### src/rtl/pll_mode_ctrl.sv
// pll_mode_ctrl: retune sequencer for a dynamically configured PLL. It looks up divider codes per video mode,
// pulses the PLL reset, waits for lock with timeout/retry and requires a clean settle window.
module pll_mode_ctrl #(
    parameter int NUM_MODES     = 4,
    parameter int MODE_W        = (NUM_MODES > 1) ? $clog2(NUM_MODES) : 1,
    parameter int DIV_W         = 6,
    parameter logic [NUM_MODES*DIV_W-1:0] FBDSEL_TABLE = '0,
    parameter logic [NUM_MODES*DIV_W-1:0] IDSEL_TABLE  = '0,
    parameter logic [NUM_MODES*DIV_W-1:0] ODSEL_TABLE  = '0,
    parameter int DEFAULT_MODE  = 0,
    parameter int RESET_CYCLES  = 16,
    parameter int LOCK_TIMEOUT  = 65535,
    parameter int SETTLE_CYCLES = 1024,
    parameter int MAX_RETRIES   = 3
) (
    input  logic              clk,
    input  logic              reset,
    input  logic [MODE_W-1:0] mode_req,
    input  logic              mode_req_valid,
    output logic              mode_req_ready,
    input  logic              pll_lock,
    output logic [DIV_W-1:0]  fbdsel,
    output logic [DIV_W-1:0]  idsel,
    output logic [DIV_W-1:0]  odsel,
    output logic              pll_reset,
    output logic              video_rst,
    output logic [MODE_W-1:0] mode_active,
    output logic              busy,
    output logic              error,
    output logic              lock_lost
);

    localparam int CNT_MAX_A = (RESET_CYCLES > SETTLE_CYCLES) ? RESET_CYCLES : SETTLE_CYCLES;
    localparam int CNT_MAX   = (LOCK_TIMEOUT > CNT_MAX_A) ? LOCK_TIMEOUT : CNT_MAX_A;
    localparam int CNT_W     = $clog2(CNT_MAX + 1);
    localparam int RTY_W     = (MAX_RETRIES > 0) ? $clog2(MAX_RETRIES + 1) : 1;

    localparam logic [CNT_W-1:0]  RST_LAST    = CNT_W'(RESET_CYCLES - 1);
    localparam logic [CNT_W-1:0]  LOCK_LAST   = CNT_W'(LOCK_TIMEOUT - 1);
    localparam logic [CNT_W-1:0]  SETTLE_LAST = CNT_W'(SETTLE_CYCLES - 1);
    localparam logic [CNT_W-1:0]  CNT_ONE     = CNT_W'(1);
    localparam logic [RTY_W-1:0]  RTY_MAX     = RTY_W'(MAX_RETRIES);
    localparam logic [RTY_W-1:0]  RTY_ONE     = RTY_W'(1);
    localparam logic [MODE_W-1:0] DEF_MODE    = MODE_W'(DEFAULT_MODE);

    typedef enum logic [2:0] {
        ST_IDLE      = 3'd0,
        ST_APPLY     = 3'd1,
        ST_PLL_RST   = 3'd2,
        ST_WAIT_LOCK = 3'd3,
        ST_SETTLE    = 3'd4,
        ST_FAIL      = 3'd5
    } state_t;

    function automatic logic [DIV_W-1:0] table_code(input logic [NUM_MODES*DIV_W-1:0] tbl,
                                                    input logic [MODE_W-1:0] idx);
        table_code = tbl[int'(idx) * DIV_W +: DIV_W];
    endfunction

    state_t            state_q, state_d;
    logic [1:0]        sync_q;
    logic [CNT_W-1:0]  cnt_q, cnt_d;
    logic [RTY_W-1:0]  rty_q, rty_d;
    logic [MODE_W-1:0] target_q, target_d;
    logic [MODE_W-1:0] active_q, active_d;
    logic [DIV_W-1:0]  fb_q, fb_d, id_q, id_d, od_q, od_d;
    logic              pll_rst_q, pll_rst_d;
    logic              vrst_q, vrst_d;
    logic              busy_q, busy_d;
    logic              ready_q, ready_d;
    logic              err_q, err_d;
    logic              lost_q, lost_d;
    logic              lock_s;
    logic              req_ok_s;
    logic              accept_s;

    assign lock_s   = sync_q[1];
    assign req_ok_s = ({{(32-MODE_W){1'b0}}, mode_req} < 32'(NUM_MODES));
    assign accept_s = ((state_q == ST_IDLE) || (state_q == ST_FAIL)) && mode_req_valid && req_ok_s;

    // Two-flop synchroniser for the asynchronous lock indicator.
    always_ff @(posedge clk) begin
        if (reset) begin
            sync_q <= 2'b00;
        end else begin
            sync_q <= {sync_q[0], pll_lock};
        end
    end

    // Next-state and next-output logic; every output is registered from the next state.
    always_comb begin
        state_d  = state_q;
        cnt_d    = cnt_q;
        rty_d    = rty_q;
        target_d = target_q;
        active_d = active_q;
        fb_d     = fb_q;
        id_d     = id_q;
        od_d     = od_q;
        err_d    = err_q;
        lost_d   = 1'b0;
        case (state_q)
            ST_IDLE, ST_FAIL: begin
                if (mode_req_valid && !req_ok_s) begin
                    err_d = 1'b1;
                end else begin
                    err_d = err_q;
                end
                // Selects load on the accept edge so they are already valid during APPLY.
                if (accept_s) begin
                    target_d = mode_req;
                    rty_d    = '0;
                    fb_d     = table_code(FBDSEL_TABLE, mode_req);
                    id_d     = table_code(IDSEL_TABLE, mode_req);
                    od_d     = table_code(ODSEL_TABLE, mode_req);
                    state_d  = ST_APPLY;
                end else if ((state_q == ST_IDLE) && !lock_s) begin
                    target_d = active_q;
                    rty_d    = '0;
                    cnt_d    = '0;
                    state_d  = ST_WAIT_LOCK;
                end else begin
                    state_d  = state_q;
                end
                lost_d = (state_q == ST_IDLE) && !lock_s;
            end
            ST_APPLY: begin
                cnt_d   = '0;
                state_d = ST_PLL_RST;
            end
            ST_PLL_RST: begin
                if (cnt_q == RST_LAST) begin
                    cnt_d   = '0;
                    state_d = ST_WAIT_LOCK;
                end else begin
                    cnt_d   = cnt_q + CNT_ONE;
                end
            end
            ST_WAIT_LOCK: begin
                if (lock_s) begin
                    cnt_d   = '0;
                    state_d = ST_SETTLE;
                end else if (cnt_q == LOCK_LAST) begin
                    cnt_d = '0;
                    if (rty_q < RTY_MAX) begin
                        rty_d   = rty_q + RTY_ONE;
                        state_d = ST_PLL_RST;
                    end else begin
                        err_d   = 1'b1;
                        state_d = ST_FAIL;
                    end
                end else begin
                    cnt_d = cnt_q + CNT_ONE;
                end
            end
            ST_SETTLE: begin
                if (!lock_s) begin
                    cnt_d   = '0;
                    state_d = ST_WAIT_LOCK;
                end else if (cnt_q == SETTLE_LAST) begin
                    active_d = target_q;
                    err_d    = 1'b0;
                    state_d  = ST_IDLE;
                end else begin
                    cnt_d = cnt_q + CNT_ONE;
                end
            end
            default: begin
                cnt_d   = '0;
                state_d = ST_PLL_RST;
            end
        endcase
        pll_rst_d = (state_d == ST_PLL_RST);
        vrst_d    = (state_d != ST_IDLE);
        ready_d   = (state_d == ST_IDLE) || (state_d == ST_FAIL);
        busy_d    = !ready_d;
    end

    // State and output registers; reset restarts bring-up of the default mode.
    always_ff @(posedge clk) begin
        if (reset) begin
            state_q   <= ST_PLL_RST;
            cnt_q     <= '0;
            rty_q     <= '0;
            target_q  <= DEF_MODE;
            active_q  <= DEF_MODE;
            fb_q      <= table_code(FBDSEL_TABLE, DEF_MODE);
            id_q      <= table_code(IDSEL_TABLE, DEF_MODE);
            od_q      <= table_code(ODSEL_TABLE, DEF_MODE);
            pll_rst_q <= 1'b1;
            vrst_q    <= 1'b1;
            busy_q    <= 1'b1;
            ready_q   <= 1'b0;
            err_q     <= 1'b0;
            lost_q    <= 1'b0;
        end else begin
            state_q   <= state_d;
            cnt_q     <= cnt_d;
            rty_q     <= rty_d;
            target_q  <= target_d;
            active_q  <= active_d;
            fb_q      <= fb_d;
            id_q      <= id_d;
            od_q      <= od_d;
            pll_rst_q <= pll_rst_d;
            vrst_q    <= vrst_d;
            busy_q    <= busy_d;
            ready_q   <= ready_d;
            err_q     <= err_d;
            lost_q    <= lost_d;
        end
    end

    assign mode_req_ready = ready_q;
    assign fbdsel         = fb_q;
    assign idsel          = id_q;
    assign odsel          = od_q;
    assign pll_reset      = pll_rst_q;
    assign video_rst      = vrst_q;
    assign mode_active    = active_q;
    assign busy           = busy_q;
    assign error          = err_q;
    assign lock_lost      = lost_q;

endmodule

### config.mk
export PLATFORM = sky130hd
export DESIGN_NAME = pll_mode_ctrl
export DESIGN_NICKNAME = d
export VERILOG_FILES = /design/src/rtl/pll_mode_ctrl.sv
export SDC_FILE = /design/constraint.sdc
export NUM_CORES = 1
export LEC_CHECK = 0
export ABC_AREA = 1
export BUFFER_PORTS_ARGS = -buffer_cell sky130_fd_sc_hd__clkbuf_2
export CAP_MARGIN = 30
export CORE_ASPECT_RATIO = 0.5
export CORE_MARGIN = 2
export CORE_UTILIZATION = 47
export CTS_CLUSTER_DIAMETER = 50
export DETAILED_ROUTE_END_ITERATION = 10
export PLACE_DENSITY = 0.68
export SYNTH_ARGS = -nofsm -noshare
export SYNTH_HDL_FRONTEND = slang
export SYNTH_SLANG_ARGS = --single-unit
export TNS_END_PERCENT = 20
### constraint.sdc
create_clock -name clk -period 1.8 [get_ports clk]
set_clock_uncertainty 0.05 [all_clocks]
set_input_delay 0.36 -clock clk [delete_from_list [all_inputs] [get_ports clk]]
set_output_delay 0.36 -clock clk [all_outputs]
set_load 0.01 [all_outputs]
Yosys cells after proc, flatten, opt, wreduce, memory -nomap -nowiden

Cells that the tools add are included.

Eq/ne operators: 19
Bitwise gates (word level): 1
Shifts and indexed selects: 1
Multipliers: 1
$add $sub $neg: 2
Reductions and logical operators: 20
Order comparisons: 1
Multiplexer cells: 31

Operators by type and width:

| kind                                                       | count |
|---|---|
| 2-to-1 mux 16 bit                                          | 7 |
| case mux 16 bit (4 select lines)                           | 1 |
| 2-to-1 mux 3 bit                                           | 8 |
| variable part select 24 x 6 -> 6 bit, first input constant | 1 |
| adder 16 x 1 -> 16 bit, second input constant              | 1 |
| == test 16 x 10 -> 1 bit, second input constant            | 1 |
| == test 16 bit, second input constant                      | 1 |
| == test 16 x 4 -> 1 bit, second input constant             | 1 |
| inequality test 2 bit, second input constant               | 8 |
| 2-to-1 mux 2 bit                                           | 7 |
| case mux 3 bit (4 select lines)                            | 1 |
| == test 3 x 2 -> 1 bit, second input constant              | 3 |
| == test 3 bit, second input constant                       | 3 |
| zero test 3 bit                                            | 2 |
| inequality test 3 bit, second input constant               | 2 |
| AND reduction 3 bit                                        | 2 |
| AND reduction 6 bit                                        | 1 |
| nonzero test 2 bit                                         | 3 |
| 2-to-1 mux 1 bit                                           | 5 |
| AND reduction 5 bit                                        | 1 |
| multiplier 2 x 2 -> 4 bit, second input constant           | 1 |
| case mux 2 bit (2 select lines)                            | 1 |
| AND reduction 2 bit                                        | 2 |
| OR reduction 2 bit                                         | 2 |
| other kinds (8)                                            | 11 |

Register bits after elaboration: 39
Bits of input ports: 6

Logic depth before layout (Yosys ltp)

Gate-level depths: netlist of the first run.

Depth in word-level cells: 8
Gate-level depth with buffers: 14
Mapped depth without buffers: 14

Worst setup path after synthesis of the first run

No wires, ideal clock.

Path kind: register to register
Start: reg cnt_q[1]
End: reg cnt_q[8]
Arrival: 1.406 ns
Path buffers: 1
Cell stages (with the launch flop): 12
Required time: 1.637 ns
Path slack: 0.231 ns
Period minus slack after synthesis: 1.569 ns
Cells stage by stage: dfxtp_1 > ha_1 > nand3_2 > nor2_4 > nand3_4 > nand2_4 > buf_6 > nor2_2 > nand2_1 > nand2_1 > nand2_1 > nor2_1

Cells in the longest elaborated chain, start to end: 4

RTL lines:

| item                                                            | RTL line | text |
|---|---|---|
| start, declared                                                 | 62       | `logic [CNT_W-1:0] cnt_q, cnt_d;` |
| start signal, assigned                                          | 198      | `cnt_q <= cnt_d;` |
| adder 16 x 1 -> 16 bit / == test 16 bit (equally long branches) | n/a      |  |
| 2-to-1 mux 16 bit (on tied branches)                            | 160, 143 |  |
| 2-to-1 mux 16 bit (on tied branches)                            | 157, 140 |  |
| case mux 16 bit (4 select lines)                                | 102      | `case (state_q)` |

Parallel ways exist; a longest one is shown, timed or not. The select of a mux whose other input is x is not followed.
A chain may end at the register's enable or synchronous reset.

Worst setup path after layout of the first run

Start: reg state_q[0]
End: reg cnt_q[8]

Cells in the longest elaborated chain, start to end: 5

RTL lines:

| item                                                    | RTL line     | text |
|---|---|---|
| start, declared                                         | 60           | `state_t state_q, state_d;` |
| start signal, assigned                                  | 197          | `state_q <= state_d;` |
| == test 3 bit / zero test 3 bit (equally long branches) | 79, 102, 117 |  |
| logical OR 1 bit                                        | 79           | `assign accept_s = ((state_q == ST_IDLE) \|\| (state_q == ST_FAIL)) && mode_req_valid && req_ok_s;` |
| logical AND 1 bit                                       | 79           |  |
| inequality test 2 bit (no source line)                  | n/a          |  |
| AND reduction 3 bit (no source line)                    | n/a          |  |

Parallel ways exist; a longest one is shown, timed or not.

==> flow_summary.yaml, run 1 <==
place:
  dpl.hpwl_mm: 3.47
  io_buffers: 13
  placed_cell_area_sq_um: 2180
  place_ws_ns: 0.0819
  gp_congestion: 0.905
synthesis:
  synth_top_family_by_area: "simple AND/OR/NAND/NOR gates"
  synth_top_area_share: 0.321
  synth_most_common_cell: "nand2_1"
  synthTopCellsByCount: "nand2_1, nor2_1, inv_1"
  yosysUniqueCellTypes: 32
  syn_inst: 307
  seq_area_frac_synth: 0.321
  yosysTopAreaCell: "dfxtp_1"
  synthFlopType: "dfxtp_1"
  yosysWarnings: 0
  synthSimpleGateAreaFrac: 0.400
  synth-adder-area-share: 0.0183
  synth_edf_count: 0
  synthTopCellsByArea: "dfxtp_1, nand2_1, nor2_1"
  muxShareOfSynthArea: 0
  syn-cell-area_sq_um: 2060
  synth_xor_area_frac: 0.0170
  syn_avg_cell_area_sq_um: 6.70
  ys_ff_latch: 33
  async_flop_share: 0
  synth_compound_area_frac: 0.0883
clock_tree:
  cts_sinks: 33
  cts.htree.levels: 2
  clk_latency_ns: 0.29
  cts_root_buffer: "clkbuf_8"
  clock_path_buffers: 2
  cts_buffers: 5
  holdBufCountCts: 0
  cts_tree: "built"
  path_clk_slew_ns: 0.07
floorplanning:
  ios: 32
  start_util: 0.508
  die_x_um: 97.5
  die_area_sq_um: 4950
  row_count: 16
  coreArea_sq_um: 4040
  die_y_um: 50.8
finish:
  finalNetCount: 345
  drive_above_1_share: 0.231
  utilization: 0.570
  antenna_cells: 0
  seq_area_sq_um: 667
  syn_to_final_growth_pct: 12.1
  multi_input_area_sq_um: 1160
  fill_cells: 394
  fin_area_sq_um: 2300
critical_path:
  crit_type: "reg2reg"
  crit_path_end_kind: "flop"
  path_cells: "nor2_4 -> nand2_1 -> nor2_2 -> nand3_4 -> nand2_4 -> buf_4 -> nor2_2 -> nand2_1 -> nand2_1 -> nand2_1 -> nor2_1"
  r2r-start: "state_q[0]$_SDFF_PP0_"
  startpoint_type: "flop"
  rrSetupSlack_ns: 0.11
  crit_path_frequent_cell: "nand2_1"
  critPathLaunch: "state_q[0]$_SDFF_PP0_"
  cp_max_fo: 10
  crit_end: "cnt_q[8]$_SDFFE_PP0P_"
  crit_slowest_cell: "dfxtp_1"
  rr_worst_depth: 11
  critical_path_required_ns: 1.95
  r2r-end: "cnt_q[8]$_SDFFE_PP0P_"
  worstPathArrival_ns: 1.84
  critPathMaxStageDelay_ns: 0.37
global_route:
  grt_pass1_wl_mm: 7.73
  grt_usage: 0.202
  grt-ovfl-total: 0
  grt_max_degree: 17
  antenna_found_initial: 0
  grt_pass1_vias: 1717
pwr:
  p_clk_frac: 0.407
  p_comb_frac: 0.051
  intPower_mw: 1.03
  leakage_nw: 1.02
  ir_drop_mv: 0.395
  switching_share: 0.255
  power_frac_seq: 0.542
  power.switching_mw: 0.352
  power.density_nw_per_um2: 599
worst_hold_path:
  min_path_cells: 3
  worstHoldPathType: "in2reg"
detailed_routing:
  first_pass_iters: 5
  vias: 1942
  drt_iter0_drc: 94
  via_per_inst: 4.97
  wl_per_cell_um: 11.5
  drcViolationCount: 0
  detail-route-antenna-nets: 0
  routed_wirelength_mm: 4.49
flow_run:
  drv_cap: 0
sta:
  rsz0062_at_grt: "true"
  drv_slew: 0
  finalWorstSetupSlack_ns: 0.108
  hold_viol: 0
  period_share: 0.940
  setup_viol: 0
  fin_crit_ns: 1.69
  whs_ns: 0.214
  fmax_mhz: 591
status:
  status: "completed"
[cells by family (layout without fill, tap and decap cells)]
kind of cell | after synthesis | in the layout
AO/OA/AOI/OAI | 33 | 33
XOR/XNOR | 4 | 4
adder cells (fa/ha/maj) | 3 | 3
buffers and inverters | 61 | 74
flip-flops | 33 | 33
other | 1 | 18
AND/OR/NAND/NOR | 172 | 172
[placed cells by master (no fill, tap or decap), types with 8 or more instances in the layout]
| cell | instances |
|---|---|
| buf_4 | 14 |
| o21ai_0 | 8 |
| nand2_1 | 66 |
| nor2_1 | 45 |
| conb_1 | 18 |
| nor2_2 | 8 |
| nand3_1 | 25 |
| clkbuf_2 | 13 |
| dfxtp_1 | 28 |
| nand2_2 | 8 |
| inv_1 | 33 |
| a21oi_1 | 13 |
[power by group through the flow]
stage,clock network [mW],registers [mW],logic (mW)
finish,0.561,0.749,0.0703
global route,0.611,0.749,0.0792
CTS,0.574,0.746,0.0656
detailed placement,0,0.763,0.0652
global placement,0,0.762,0.0637
floorplan,0,0.761,0.0762
[per-stage QoR]
stage / std cells / TNS [ns] / power (mW)
floorplan: 324 / 0 / 0.837
global placement: 381 / 0 / 0.826
detailed placement: 381 / 0 / 0.829
CTS: 389 / 0 / 1.39
global route: 391 / -0.00568 / 1.44
finish: 391 / 0 / 1.38
[how the worst min path moves through the flow]
stage	endpoint	slack, ns	from
after floorplan	sync_q[1]$_SDFF_PP0_	0.34	sync_q[0]$_SDFF_PP0_
after global placement	sync_q[1]$_SDFF_PP0_	0.34	sync_q[0]$_SDFF_PP0_
after detailed placement	sync_q[1]$_SDFF_PP0_	0.35	sync_q[0]$_SDFF_PP0_
after CTS	sync_q[0]$_SDFF_PP0_	0.21	pll_lock
after global routing	sync_q[0]$_SDFF_PP0_	0.22	pll_lock
final	sync_q[0]$_SDFF_PP0_	0.21	pll_lock
[flip-flops by register name (all words and copies together) (netlist names)]
register	cells
busy	1
lock_lost	1
mode_req_ready	1
rty_q	2
sync_q	2
error	1
target_q	2
cnt_q	16
mode_active	2
video_rst	1
state_q	3
pll_reset	1
[final cells by class]
| cell class | instances | share of cell area |
|---|---|---|
| clock buffers | 5 | 0.0299 |
| clock inverters | 3 | 0.00760 |
| inverters | 39 | 0.0646 |
| multi-input cells | 230 | 0.505 |
| flip-flops and latches | 33 | 0.289 |
| well taps | 54 | 0.0293 |
| repair buffers | 27 | 0.0738 |
[layer usage]
layer	routed length (um)	global-route usage	up-vias	part of all wire
li1	-	-	993	-
met1	2160	0.260	867	0.48
met2	1950	0.324	72	0.44
met3	259	0.0418	10	0.058
met4	114	0.102	0	0.025
met5	0	0	-	0
[what timing repair did]
action,CTS,global route
setup buffers,0,2
setup endpoints to repair,0,19
resized for setup,0,14
hold endpoints to repair,0,0
[worst max-delay path, delay by kind of cell, from the launching register on]
family                 cells  cell delay (ns)
AND/OR/NAND/NOR           10             0.99
flip-flops                 1             0.37
buffers and inverters      1             0.18
Power figures use the tool's default switching activity.
==> run 2: changes to the inputs <==
--- a/config.mk
+++ b/config.mk
@@ -14,7 +14,7 @@
 export CTS_CLUSTER_DIAMETER = 50
 export DETAILED_ROUTE_END_ITERATION = 10
 export PLACE_DENSITY = 0.68
+export REMOVE_ABC_BUFFERS = 1
 export SYNTH_ARGS = -nofsm -noshare
 export SYNTH_HDL_FRONTEND = slang
 export SYNTH_SLANG_ARGS = --single-unit
-export TNS_END_PERCENT = 20
==> flow_summary.yaml, run 2 (synthesis gave the netlist of run 1 again) <==
status:
  status: "completed"
place:
  gp_congestion: 0.909
  dpl.hpwl_mm: 3.50
  placed_cell_area_sq_um: 2180
  io_buffers: 13
  place_ws_ns: 0.0947
  dp.cells: 381
sta:
  hold_viol: 0
  fin_crit_ns: 1.70
  setup_viol: 0
  period_share: 0.946
  finalWorstSetupSlack_ns: 0.0978
  fmax_mhz: 587
  rsz0062_at_grt: "true"
  drv_slew: 0
  tns_ns: 0
pwr:
  intPower_mw: 1.22
  leakage_nw: 1.04
  power.density_nw_per_um2: 662
  p_clk_frac: 0.468
  switching_share: 0.221
  ir_drop_mv: 0.513
  power_frac_seq: 0.478
  p_comb_frac: 0.053
  power.switching_mw: 0.346
floorplanning:
  ios: 32
  start_util: 0.508
  coreArea_sq_um: 4040
  die_y_um: 50.8
  die_area_sq_um: 4950
  die_x_um: 97.5
  row_count: 16
global_route:
  use_met3: 0.0501
  grt-ovfl-total: 0
  grt_pass1_wl_mm: 7.78
  grt_usage: 0.198
  use_met1: 0.254
  grt_max_degree: 17
  grt_pass1_vias: 1733
  busiest_layer: "met2"
  gr-usage-met2: 0.334
  antenna_found_initial: 0
flow_run:
  drv_cap: 0
finish:
  antenna_cells: 0
  top_register: "cnt_q"
  stdcell_count: 392
  final_cell_mix: "nand2_1, nor2_1, inv_1"
  fin_area_sq_um: 2360
  drive_above_1_share: 0.237
  fill_cells: 377
  utilization: 0.585
  finalNetCount: 346
  syn_to_final_growth_pct: 15.0
  largest_reg_flops: 16
  top_regs: "cnt_q (16), state_q (3)"
  mostFrequentLayoutCell: "nand2_1"
clock_tree:
  cts_sinks: 33
  path_clk_slew_ns: 0.07
  clock_path_buffers: 2
  cts_tree: "built"
  cts_root_buffer: "clkbuf_8"
  cts_buffers: 5
  holdBufCountCts: 0
  cts.htree.levels: 2
  clk_latency_ns: 0.29
detailed_routing:
  via_per_inst: 4.94
  drcViolationCount: 0
  wl_per_cell_um: 12.1
  first_pass_iters: 4
  drt_iter0_drc: 96
  routed_wirelength_mm: 4.75
  vias: 1936
  detail-route-antenna-nets: 0
critical_path:
  cp_max_fo: 5
  critPathLaunch: "cnt_q[4]$_SDFFE_PP0P_"
  crit_path_end_kind: "flop"
  worstPathArrival_ns: 1.84
  crit_type: "reg2reg"
  startpoint_type: "flop"
  rrSetupSlack_ns: 0.1
  critical_path_required_ns: 1.94
  r2r-start: "cnt_q[4]$_SDFFE_PP0P_"
worst_hold_path:
  worstHoldStart: "pll_lock"
  worstHoldPathType: "in2reg"
[run 2: cell count changes in the layout (fill, tap and decap cells not counted), sizes merged]
cell,change
buf,+1
clkinvlp,-1
clkbuf,+2
clkinv,-2
bufinv,+1
[run 2: path summary, 6_finish.rpt]
kind                                        endpoint  depth (start not counted)
worst min-delay path            sync_q[0]$_SDFF_PP0_                          3
worst min register to register  sync_q[1]$_SDFF_PP0_                          2
worst max-delay path                 busy$_SDFF_PP1_                         11
worst max register to register       busy$_SDFF_PP1_                         11
[run 2: through the flow]
step,power [mW],hold WS (ns)
after CTS,1.55,0.209
after global placement,0.826,0.343
final,1.57,0.206
after global routing,1.62,0.206
after floorplan,0.805,0.338
after detailed placement,0.829,0.364
[run 2: worst max-delay path, cell delays in order (launching register included)]
cell     delay (ns)
dfxtp_1        0.41
nand2_2        0.13
inv_2          0.08
nand2_1        0.12
nor2_4         0.14
nand2_1        0.11
a21oi_2        0.19
nand2_1        0.10
nor2_2         0.09
nand2_1        0.08
nand2_2        0.07
inv_1          0.04
[run 2: layout make-up]
type | instances | area (sq um) | area share
flip-flops and latches | 33 | 668 | 0.283
inverters | 39 | 151 | 0.0640
clock inverters | 1 | 30.0 | 0.0127
multi-input cells | 230 | 1180 | 0.501
well taps | 54 | 67.6 | 0.0286
repair buffers | 28 | 178 | 0.0751
clock buffers | 7 | 86.3 | 0.0365
[run 2: timing repair]
item | in CTS | in global routing
resized for setup | 0 | 19
endpoints found under the setup margin | 0 | 17
setup buffers | 0 | 3
[run 2: metal layers]
metal,routed length [um],share of wire
met3,338,0.071
met4,13,0.0027
met1,2240,0.47
met5,0,0
met2,2160,0.45
[run 2: power groups by stage]
stage                     combinational [mW]  sequential (mW)  clock (mW)
final                                 0.0833            0.749       0.733
after global routing                  0.0946            0.750       0.774
after CTS                             0.0665            0.746       0.736
after detailed placement              0.0663            0.763           0
after global placement                0.0640            0.762           0
after floorplan                       0.0434            0.761           0
==> run 3: changes to the inputs <==
--- a/config.mk
+++ b/config.mk
@@ -5,7 +5,6 @@
 export SDC_FILE = /design/constraint.sdc
 export NUM_CORES = 1
 export LEC_CHECK = 0
-export ABC_AREA = 1
 export BUFFER_PORTS_ARGS = -buffer_cell sky130_fd_sc_hd__clkbuf_2
 export CAP_MARGIN = 30
 export CORE_ASPECT_RATIO = 0.5
@@ -13,7 +12,8 @@
 export CORE_UTILIZATION = 47
 export CTS_CLUSTER_DIAMETER = 50
 export DETAILED_ROUTE_END_ITERATION = 10
-export PLACE_DENSITY = 0.68
+export PLACE_DENSITY = 0.69
+export RECOVER_POWER = 25
 export REMOVE_ABC_BUFFERS = 1
 export SYNTH_ARGS = -nofsm -noshare
 export SYNTH_HDL_FRONTEND = slang
==> flow_summary.yaml, run 3 <==
synthesis:
  synth_edf_count: 0
  synthTopCellsByCount: "dfxtp_1, nor2_1, buf_4"
  synthFlopType: "dfxtp_1"
  async_flop_share: 0
  seq_area_frac_synth: 0.364
  synthTopCellsByArea: "dfxtp_1, buf_4, nor2_1"
  yosysTopAreaCell: "dfxtp_1"
  yosysWarnings: 0
  syn_avg_cell_area_sq_um: 8.77
  ys_ff_latch: 33
  yosysUniqueCellTypes: 48
  synth_most_common_cell: "dfxtp_1"
  syn_inst: 207
  synth_top_area_share: 0.364
  syn-cell-area_sq_um: 1820
sta:
  worstMarginPinSlew_ns: 0.603
  period_share: 1.11
  drv_slew: 0
  slew_headroom: 0.598
  finalWorstSetupSlack_ns: -0.194
  rsz0062_at_grt: "true"
  fin_crit_ns: 1.99
  hold_viol: 0
  setup_viol: 23
  fmax_mhz: 501
place:
  placed_cell_area_sq_um: 2230
  io_buffers: 13
  gp_congestion: 0.964
  place_ws_ns: -0.175
  dpl.hpwl_mm: 3.18
critical_path:
  startpoint_type: "flop"
  crit_path_end_kind: "flop"
  cp_top_family: "simple AND/OR/NAND/NOR gates"
  crit_path_frequent_cell: "nand3_1"
  path_cells: "or4_4 -> nor4_2 -> nand3_1 -> nand3_1 -> a41o_2 -> clkbuf_16 -> nor2_2"
  crit_slowest_cell: "or4_4"
  cp_max_fo: 8
  crit_type: "reg2reg"
  crit_buf_inv: 1
  worstPathArrival_ns: 2.13
  critical_path_required_ns: 1.93
  critPathMaxStageDelay_ns: 0.53
detailed_routing:
  detail-route-antenna-nets: 0
  vias: 1702
  wl_per_cell_um: 14.3
  drcViolationCount: 0
  drt_iter0_drc: 88
  first_pass_iters: 4
  via_per_inst: 5.19
  routed_wirelength_mm: 4.67
clock_tree:
  holdBufCountCts: 0
  cts_sinks: 33
  path_clk_slew_ns: 0.07
  cts_buffers: 5
  cts.htree.levels: 2
  cts_root_buffer: "clkbuf_8"
  clk_latency_ns: 0.29
  clock_path_buffers: 2
  cts_tree: "built"
global_route:
  grt_pass1_vias: 1487
  grt_usage: 0.207
  grt-ovfl-total: 0
  grt_max_degree: 17
  antenna_found_initial: 0
  grt_pass1_wl_mm: 6.87
floorplanning:
  die_area_sq_um: 4410
  coreArea_sq_um: 3570
  start_util: 0.509
  die_y_um: 47.9
  ios: 32
  die_x_um: 91.9
  row_count: 15
finish:
  seq_area_sq_um: 676
  fin_area_sq_um: 2510
  top_register: "cnt_q"
  final_cell_mix: "buf_4, dfxtp_1, nor2_1"
  mostFrequentLayoutCell: "buf_4"
  drive_above_1_share: 0.437
  top_regs: "cnt_q (16), state_q (3)"
  largest_reg_flops: 16
  fill_cells: 269
  finalNetCount: 285
  antenna_cells: 0
  multi_input_area_sq_um: 1160
  syn_to_final_growth_pct: 38.4
flow_run:
  drv_cap: 0
pwr:
  p_clk_frac: 0.389
  power.density_nw_per_um2: 558
  leakage_nw: 1.01
  p_comb_frac: 0.080
  power_frac_seq: 0.531
  switching_share: 0.251
  power.switching_mw: 0.352
  intPower_mw: 1.05
  ir_drop_mv: 0.501
worst_hold_path:
  worstHoldPathType: "in2reg"
status:
  violations: "negative setup slack"
  status: "finished, violations left"
## run 3: cell count changes in the layout (fill, tap and decap cells not counted), sizes merged, moves of 13 or more
cell,change
nand2,-66
inv,-35
xnor2,+13
nor2,-25
buf,+39
nand3,-22
## run 3: power by group through the flow
stage                     clock (mW)  sequential, mW  combinational, mW
final                          0.545           0.745              0.112
after global routing           0.582           0.746              0.123
after CTS                      0.549           0.746             0.0936
after detailed placement           0           0.762             0.0922
after global placement             0           0.761             0.0902
after floorplan                    0           0.764             0.0417
## run 3: cell families after synthesis
logic type | count (synthesis) | share of synthesized area
compound gates | 25 | 0.105
buf+inv | 28 | 0.104
fa+ha+maj | 3 | 0.0207
xor+xnor | 15 | 0.0724
flops | 33 | 0.364
simple gates | 96 | 0.298
other cells | 1 | 0.00207
mux | 6 | 0.0338
## run 3: what timing repair did
action,in CTS,in global routing
gates resized for setup,12,33
cloned,0,1
pin swaps,2,11
setup endpoints to repair,27,29
buffers inserted,1,3
## run 3: metal layers
layer / routed length [um] / GRT usage / vias up
met4: 93 / 0.0955 / 0
met5: 0 / 0 / -
met1: 2140 / 0.258 / 803
met2: 2180 / 0.360 / 61
li1: - / - / 827
met3: 263 / 0.0488 / 11
## run 3: final timing paths
kind,slack [ns],start,cells past startpoint,endpoint
worst max-delay path,-0.19,cnt_q[6]$_SDFFE_PP0P_,7,cnt_q[0]$_SDFFE_PP0P_
worst min-delay path,0.25,pll_lock,2,sync_q[0]$_SDFF_PP0_
worst max register to register,-0.19,cnt_q[6]$_SDFFE_PP0P_,7,cnt_q[0]$_SDFFE_PP0P_
worst min register to register,0.41,sync_q[0]$_SDFF_PP0_,1,sync_q[1]$_SDFF_PP0_
## run 3: area by class of cell
cell class / instances / share of cell area
timing repair buffer: 69 / 0.204
tap: 51 / 0.0254
sequential: 33 / 0.269
multi-input combinational: 163 / 0.463
clock buffer: 6 / 0.0289
clock inverter: 2 / 0.00398
inverter: 4 / 0.00598
## run 3: metrics by stage
stage / utilization / std cells / hold WS (ns) / power, mW / setup TNS, ns
after floorplan: - / 200 / 0.364 / 0.806 / -0.390
after global placement: 0.625 / 315 / 0.376 / 0.851 / -2.70
after detailed placement: 0.625 / 315 / 0.400 / 0.854 / -3.40
after CTS: 0.662 / 324 / 0.249 / 1.39 / -2.46
after global routing: 0.705 / 328 / 0.253 / 1.45 / -5.28
final: 0.705 / 328 / 0.250 / 1.40 / -3.27
